File: config.mk
export PLATFORM = sky130hd
export DESIGN_NAME = mem_arbiter
export DESIGN_NICKNAME = d
export VERILOG_FILES = /design/src/rtl/mem_arbiter.sv
export SDC_FILE = /design/constraint.sdc
export NUM_CORES = 1
export LEC_CHECK = 0
export BUFFER_PORTS_ARGS = -buffer_cell sky130_fd_sc_hd__buf_2
export CAP_MARGIN = 20
export CORE_AREA = 4 4 117 119
export CTS_CLUSTER_SIZE = 12
export DETAILED_ROUTE_END_ITERATION = 12
export DIE_AREA = 0 0 121 123
export PLACE_DENSITY = 0.56
export SYNTH_ARGS = -nofsm -noshare
export SYNTH_HDL_FRONTEND = slang
export SYNTH_SLANG_ARGS = --single-unit
File: constraint.sdc
create_clock -name clk -period 2.1 [get_ports clk]
set_clock_uncertainty 0.05 [all_clocks]
set_input_delay 0.315 -clock clk [delete_from_list [all_inputs] [get_ports clk]]
set_output_delay 0.315 -clock clk [all_outputs]
set_load 0.02 [all_outputs]
File: src/rtl/mem_arbiter.sv
// Arbitrates the single-port data RAM between VGA reads, CPU reads/writes and
// button writes: VGA first, a burst limit to protect the others, CPU/BTN round-robin.
module mem_arbiter #(
  parameter int          VGA_BURST = 4,
  parameter logic [31:0] BTN_ADDR  = 32'h0000_0FFC
) (
  input  logic        clk,
  input  logic        rst,
  input  logic        cpu_req,
  input  logic        cpu_we,
  input  logic [31:0] cpu_addr,
  input  logic [3:0]  cpu_sel,
  input  logic [31:0] cpu_wdata,
  output logic        cpu_gnt,
  output logic        cpu_rvalid,
  output logic [31:0] cpu_rdata,
  input  logic        vga_req,
  input  logic [31:0] vga_addr,
  output logic        vga_gnt,
  output logic        vga_rvalid,
  output logic [31:0] vga_rdata,
  input  logic        btn_req,
  input  logic [31:0] btn_wdata,
  output logic        btn_gnt,
  output logic        mem_en,
  output logic        mem_we,
  output logic [31:0] mem_addr,
  output logic [3:0]  mem_sel,
  output logic [31:0] mem_wdata,
  input  logic [31:0] mem_rdata
);

  typedef enum logic [1:0] {TAG_NONE, TAG_CPU, TAG_VGA} tag_t;

  localparam logic [3:0] BURST_MAX = 4'(VGA_BURST);

  logic       rr_q;
  logic [3:0] burst_q;
  tag_t       tag_q;

  logic w_other_pend;
  logic w_force;
  logic w_vga_win;
  logic w_cpu_win;
  logic w_btn_win;

  assign w_other_pend = cpu_req | btn_req;
  // Once VGA has used its burst allowance, a waiting CPU/BTN takes this slot.
  assign w_force      = (burst_q == BURST_MAX) && w_other_pend;
  assign w_vga_win    = vga_req && !w_force;
  assign w_cpu_win    = !w_vga_win && cpu_req && (!btn_req || !rr_q);
  assign w_btn_win    = !w_vga_win && btn_req && (!cpu_req || rr_q);

  assign vga_gnt = w_vga_win;
  assign cpu_gnt = w_cpu_win;
  assign btn_gnt = w_btn_win;

  // NOTE: every output gets a default before the case-like chain, so no path
  // leaves a signal unassigned and no latch is inferred.
  always_comb begin
    mem_en    = 1'b0;
    mem_we    = 1'b0;
    mem_addr  = 32'd0;
    mem_sel   = 4'd0;
    mem_wdata = 32'd0;
    if (w_vga_win) begin
      mem_en   = 1'b1;
      mem_addr = vga_addr;
      mem_sel  = 4'b1111;
    end else if (w_cpu_win) begin
      mem_en    = 1'b1;
      mem_we    = cpu_we;
      mem_addr  = cpu_addr;
      mem_sel   = cpu_we ? cpu_sel : 4'b1111;
      mem_wdata = cpu_wdata;
    end else if (w_btn_win) begin
      mem_en    = 1'b1;
      mem_we    = 1'b1;
      mem_addr  = BTN_ADDR;
      mem_sel   = 4'b1111;
      mem_wdata = btn_wdata;
    end
  end

  // NOTE: state registers use non-blocking assignments so every flop samples
  // the pre-edge values, independent of statement order.
  always_ff @(posedge clk or negedge rst) begin
    if (!rst) begin
      rr_q    <= 1'b0;
      burst_q <= 4'd0;
      tag_q   <= TAG_NONE;
    end else begin
      if (w_cpu_win)      rr_q <= 1'b1;
      else if (w_btn_win) rr_q <= 1'b0;

      if (w_vga_win && w_other_pend) burst_q <= burst_q + 4'd1;
      else                           burst_q <= 4'd0;

      if (w_vga_win)                tag_q <= TAG_VGA;
      else if (w_cpu_win && !cpu_we) tag_q <= TAG_CPU;
      else                          tag_q <= TAG_NONE;
    end
  end

  assign cpu_rvalid = (tag_q == TAG_CPU);
  assign vga_rvalid = (tag_q == TAG_VGA);
  assign cpu_rdata  = mem_rdata;
  assign vga_rdata  = mem_rdata;

endmodule

==> run_results.csv, run 1 <==
group,metric,value,unit
status,outcome,"complete, but fails checks",
status,violations,"setup timing",
power_and_ir_drop,sw_frac_of_total,41.11,%
timing,tightest_slew,0.3524,ns
routing,antenna_left,0,
timing,hold_viol_final,0,
synthesis,syn_nets,486,
critical_path,path_cells,"inv_2, ha_4, nand3b_4, a221oi_4, buf_12, clkbuf_16, a22o_1, buf_4",
clock_tree,cts_sinks,7,
clock_tree,clkTransAtPathRegs,0.04,ns
placed_design,place_area,2900,sq um
flow_run,maxCapViolations,0,
critical_path,cpMaxStageDelayCell,"dfrtp_1",
synthesis,synth_mux_area_share,0,%
routing,route.detailed.drc,0,
clock_tree,cts_made_buffers,3,
global_routing,antenna_found_initial,0,
synthesis,synth_simple_gate_area_share,20.25,%
power_and_ir_drop,p_comb_share,66.1,%
cells_and_area,final_area,3446,sq um
cells_and_area,n_antenna_cell,0,
timing,slew_headroom,76.51,%
clock_tree,root_buffer,"clkbuf_16",
clock_tree,cts_tree,"done",
synthesis,synth-xor-area-share,0.8055,%
power_and_ir_drop,p_per_area,413.9,nW/um^2
synthesis,synth-compound-area-share,37.63,%
power_and_ir_drop,power_leakage,0.001735,uW
cells_and_area,fin_util,27.42,%
routing,first_pass_iters,4,
global_routing,grt_use_total,11.13,%
synthesis,synthAdderAreaFrac,1.151,%
timing,slew_viol_final,0,
synthesis,yosysSeqAreaShare,8.055,%
routing,wl,9940,um
power_and_ir_drop,pwr-share-clk,22.8,%
floorplan,ios,309,
timing,fin_crit_sh,104.1,%
cells_and_area,finalNetCount,627,
cells_and_area,final_cell_mix,"154 x buf_2, 49 x buf_4, 48 x nand2_1",
synthesis,ys_ff_latch,7,
power_and_ir_drop,switchingPower,586.3,uW
power_and_ir_drop,ir_worst_vdd,233.9,uV
critical_path,worstSetupStartpointType,"register",
critical_path,critical_path_required,1.74,ns
placed_design,port_buffers,212,
timing,setup_viol_count_final,36,
synthesis,synth_area_leader_cell,"buf_4",
global_routing,grt_start_max_net_pins,65,
synthesis,ys_warn_count,0,
placed_design,place_hpwl,7759,um
clock_tree,clk_path_buf_depth,2,
power_and_ir_drop,p_total,1426,uW
floorplan,core,12570,sq um
critical_path,slowest_delay,0.40,ns
routing,vias,2726,
critical_path,arrival,1.82,ns
synthesis,synth_cells,314,
floorplan,start_util,17.30,%
timing,min_period,2.186,ns
cells_and_area,syn_to_final_growth,58.46,%
placed_design,dp.cells,613,
power_and_ir_drop,power_frac_seq,11.1,%
synthesis,synthTopCellsByArea,"buf_4 23%, a21o_1 11%, a22o_1 8.9%",
timing,max_freq,457.5,MHz
routing,viasPerCell,4.355,
global_routing,overflow,0,
clock_tree,worstSkewPairLatency,0.23,ns
floorplan,die_area,14880,sq um
timing,fin_ws,-0.08596,ns
placed_design,gp_congestion,0.7783,
cells_and_area,fin_cells,626,
synthesis,syn-cell-area,2175,sq um
synthesis,synth_top_area_share,22.78,%
routing,drtIter0Drc,59,
cells_and_area,drive_gt1_share,61.01,%
critical_path,worstSetupEndpointType,"output port",
synthesis,synth_top_family_by_area,"compound AO/OA/AOI/OAI gates",
timing,rsz0062_at_grt,"yes",
floorplan,die-height,123,um
clock_tree,htree_levels,1,
global_routing,grt_pass1_vias,2424,
cells_and_area,final_common_cell,"buf_2",
synthesis,syn_avg_cell_area,6.925,sq um
global_routing,grt_first_pass_wirelength,13450,um
power_and_ir_drop,p_int,840.0,uW
floorplan,die_x,121,um
critical_path,cp_max_fo,6,
floorplan,row_count,41,
hold_path,hold_path.class,"in -> reg",
synthesis,synth_cell_types,31,
routing,wl_per_cell,15.88,um
critical_path,worst-setup-path-type,"reg -> out",
## cell families (layout without fill, tap and decap cells)
| logic type | count (synthesis) | in the layout |
|---|---|---|
| compound gates | 107 | 107 |
| simple gates | 95 | 95 |
| flops | 7 | 7 |
| fa+ha+maj | 2 | 2 |
| xor+xnor | 2 | 2 |
| buf+inv | 101 | 241 |
## worst max-delay path: cells and delay by family, from the launching register on
family,cells,cell delay [ns]
AO/OA/AOI/OAI,2,0.43
adder cells (fa/ha/maj),1,0.13
buffers and inverters,4,0.52
flip-flops,1,0.40
AND/OR/NAND/NOR,1,0.11
## power by group through the flow
stage | Sequential (uW) | Combinational [uW] | Clock (uW)
floorplan | 158 | 673 | 0
global placement | 161 | 795 | 0
detailed placement | 161 | 794 | 0
CTS | 158 | 827 | 329
global route | 160 | 1010 | 344
finish | 159 | 942 | 325
## metal layers
metal | share of wire (%) | routed length, um | global-route usage, % | vias to the layer above
met5 | 0 | 0 | 0 | -
met2 | 53 | 5262 | 21.08 | 161
met3 | 9.5 | 949 | 2.790 | 6
li1 | - | - | - | 1309
met1 | 37 | 3687 | 12.99 | 1250
met4 | 0.40 | 40 | 1.275 | 0
## sequential cells by signal, indices dropped and copies added, names as in the netlist
signal   flops
tag_q        2
rr_q         1
burst_q      4
## final cells by class
type	count	area [sq um]
clock buffers	4	78.83
fillers	1368	9123
inverters	6	22.52
multi-input cells	206	1421
flip-flops and latches	7	175.2
well taps	172	215.2
repair buffers	231	1533
## repair_timing
item | CTS | global route
hold buffers | 1 | 0
resized for setup | 26 | 86
cloned | 0 | 3
endpoints found under the setup margin | 69 | 71
pin swaps | 0 | 6
setup buffers | 2 | 3
hold endpoints to repair | 7 | 0
## Yosys cell counts
library cell  count
o21ai_2           1
a2bb2oi_1         4
a221oi_2          1
a21oi_1          34
inv_1             5
inv_2             1
a21o_1           32
buf_2            15
buf_6             7
nand2_1          48
clkbuf_1          6
buf_1             1
dfrtp_1           7
a2bb2oi_2         6
nand3_1          33
buf_4            66
a22o_1           22
ha_1              2
nor2_1            6
or3_1             1
xnor2_1           1
o21ba_1           1
xor2_1            1
and2_1            1
o21ai_0           4
a221oi_4          1
nand2b_4          1
nand3b_1          1
nand3b_4          1
a311o_1           1
nor2b_1           3
## worst paths after layout
kind | startpoint | to | slack (ns) | depth (start not counted)
worst max-delay path | burst_q[1] | mem_addr[18] | -0.09 | 8
worst min-delay path | cpu_we | tag_q[0] | 0.39 | 3
worst max register to register | burst_q[1] | rr_q | 0.48 | 7
worst min register to register | burst_q[0] | burst_q[0] | 0.51 | 2
max in group asynchronous | rst | tag_q[0] | 1.40 | 2
min in group asynchronous | rst | burst_q[2] | 0.43 | 2
## stage by stage
step                hold WS [ns]  worst slack (ns)  setup TNS (ns)
floorplan               -0.03059            0.1391               0
global placement          0.1141            0.1007               0
detailed placement        0.1183           0.09179               0
CTS                       0.3900          -0.08941          -1.570
global route              0.4010           -0.1701          -5.231
finish                    0.3902          -0.08596          -2.139
(Power assumes the default switching activity.)
==> run 2, diff against run 1 <==
- CELL_PAD_IN_SITES_DETAIL_PLACEMENT: not set -> 2
- CELL_PAD_IN_SITES_GLOBAL_PLACEMENT: not set -> 2
- CORE_AREA: 4 4 117 119 -> not set
- CORE_MARGIN: not set -> 4
- CORE_UTILIZATION: not set -> 13
- CTS_BUF_LIST: not set -> sky130_fd_sc_hd__clkbuf_16
- CTS_CLUSTER_DIAMETER: not set -> 50
- DIE_AREA: 0 0 121 123 -> not set
- PLACE_DENSITY: 0.56 -> 0.89
==> run 2 against run 1 <==
  * The flow still finishes with violations (setup timing)
  * Sequential share of layout area is 0.88 points lower
  * Largest power group unchanged
  * Routed wire length is 42% higher
  * Via count is 6.9% higher
  * Worst setup slack worse by 0.11 ns
  * Core utilization is 2.1 points lower
  * Non-clock buffer count is 12 higher
==> run_results.csv, run 2 (same netlist as run 1, synthesis figures left out) <==
group,metric,value,unit
global_routing,overflow,0,
power_and_ir_drop,power_leakage,0.001950,uW
critical_path,path_cells,"inv_2, ha_4, nand3b_4, buf_6, a221oi_4, buf_6, clkbuf_16, a22o_1, buf_4",
cells_and_area,fin_util,25.32,%
timing,setup_tns,-4.843,ns
clock_tree,worstSkewPairLatency,0.24,ns
cells_and_area,n_antenna_cell,0,
power_and_ir_drop,ir_worst_vdd,191.8,uV
floorplan,core,16470,sq um
clock_tree,htree_levels,1,
floorplan,die_x,137.3,um
timing,hold_viol_final,0,
timing,fin_ws,-0.1959,ns
global_routing,grt_first_pass_wirelength,18590,um
critical_path,worst-path-buf-inv,5,
routing,wl,14090,um
cells_and_area,final_cell_mix,"141 x buf_2, 66 x buf_6, 44 x nand2_1",
critical_path,slowest_delay,0.38,ns
critical_path,reg2reg_depth,9,
global_routing,antenna_found_initial,1,
placed_design,port_buffers,212,
timing,slew_headroom,77.15,%
cells_and_area,finalNetCount,639,
timing,setup_viol_count_final,61,
global_routing,grt_pass1_vias,3244,
critical_path,rrSetupSlack,0.31,ns
clock_tree,root_buffer,"clkbuf_16",
critical_path,worst-setup-path-type,"reg -> out",
cells_and_area,largest_register_ffs,4,
global_routing,grt_use_total,12.96,%
timing,fin_crit_sh,109.3,%
routing,antenna_left,0,
clock_tree,cts_sinks,7,
critical_path,r2r-end,"tag_q[0]",
status,outcome,"complete, but fails checks",
timing,slew_viol_final,0,
hold_path,hold_path.class,"in -> async",
placed_design,place_hpwl,9067,um
clock_tree,clk_path_buf_depth,2,
routing,first_pass_iters,4,
critical_path,worstSetupEndpointType,"output port",
placed_design,gp_congestion,0.7631,
timing,max_freq,435.6,MHz
routing,viasPerCell,4.249,
cells_and_area,regMostFlops,"burst_q",
cells_and_area,drive_gt1_share,64.59,%
critical_path,worstSetupStartpointType,"register",
power_and_ir_drop,p_per_area,404.7,nW/um^2
flow_run,maxCapViolations,0,
floorplan,start_util,13.21,%
critical_path,cpMaxStageDelayCell,"dfrtp_1",
timing,tightest_slew,0.3391,ns
timing,min_period,2.296,ns
clock_tree,cts_tree,"done",
cells_and_area,final_common_cell,"buf_2",
floorplan,die-height,137.3,um
critical_path,arrival,1.93,ns
critical_path,critical_path_required,1.74,ns
status,violations,"setup timing",
routing,vias,2915,
cells_and_area,reg.largest.list,"burst_q: 4 flops, tag_q: 2 flops, rr_q: 1 flops",
critical_path,r2r_start,"burst_q[1]",
cells_and_area,syn_to_final_growth,91.71,%
floorplan,die_area,18860,sq um
critical_path,cp_max_fo,6,
routing,route.detailed.drc,0,
critical_path,crit_top_cell,"buf_6",
critical_path,path_delay_family,"buffers and inverters",
placed_design,pre_cts_slack,0.02407,ns
floorplan,row_count,47,
timing,rsz0062_at_grt,"yes",
global_routing,grt_start_max_net_pins,55,
clock_tree,clkTransAtPathRegs,0.04,ns
clock_tree,cts_made_buffers,3,
routing,wl_per_cell,20.54,um
routing,drtIter0Drc,53,
floorplan,ios,309,
timing,whs,0.4035,ns
## run 2: power by group
part / internal, uW / switching, uW / total, uW
Sequential: 146 / 15.7 / 161
Combinational: 574 / 625 / 1200
Clock: 248 / 79.0 / 327
Total: 968 / 719 / 1690
## run 2: how the worst max path moves through the flow
stage	to	from	slack, ns	cells after the start
floorplan	mem_wdata[23]	burst_q[0]	0.14	8
global placement	mem_addr[26]	burst_q[0]	0.12	8
detailed placement	mem_addr[15]	burst_q[0]	0.02	8
CTS	mem_addr[17]	burst_q[0]	-0.16	8
global route	mem_addr[21]	burst_q[0]	-0.25	9
finish	mem_addr[20]	burst_q[1]	-0.20	9
## run 2: routing by layer
metal | vias up | part of all wire, % | GRT usage (%) | wire length (um)
li1 | 1335 | - | - | -
met1 | 1400 | 37 | 14.32 | 5209
met2 | 158 | 54 | 24.82 | 7573
met3 | 20 | 7.8 | 2.849 | 1096
met4 | 2 | 1.4 | 3.326 | 196
met5 | - | 0.092 | 0 | 13
## run 2: stage by stage
stage	cell area (sq um)	power [uW]	cells
floorplan	2175	831.3	314
CTS	3702	1543	680
global route	4169	1783	686
detailed placement	2980	999.8	662
finish	4169	1687	686
global placement	2980	980.4	662
## run 2: cell type report
type	count	area (sq um)
clock buffer	3	75.07
tap	220	275.3
fill	1899	12300
timing repair buffer	243	1924
clock inverter	1	3.754
multi-input combinational	206	1690
sequential	7	175.2
inverter	6	25.02
## run 2: repair_timing
| action | in CTS | in global routing |
|---|---|---|
| cloned | 6 | 3 |
| setup endpoints to repair | 72 | 72 |
| hold buffers | 1 | 0 |
| endpoints found under the hold margin | 7 | 0 |
| resized for setup | 127 | 94 |
| pin swaps | 9 | 3 |
| setup buffers | 8 | 4 |
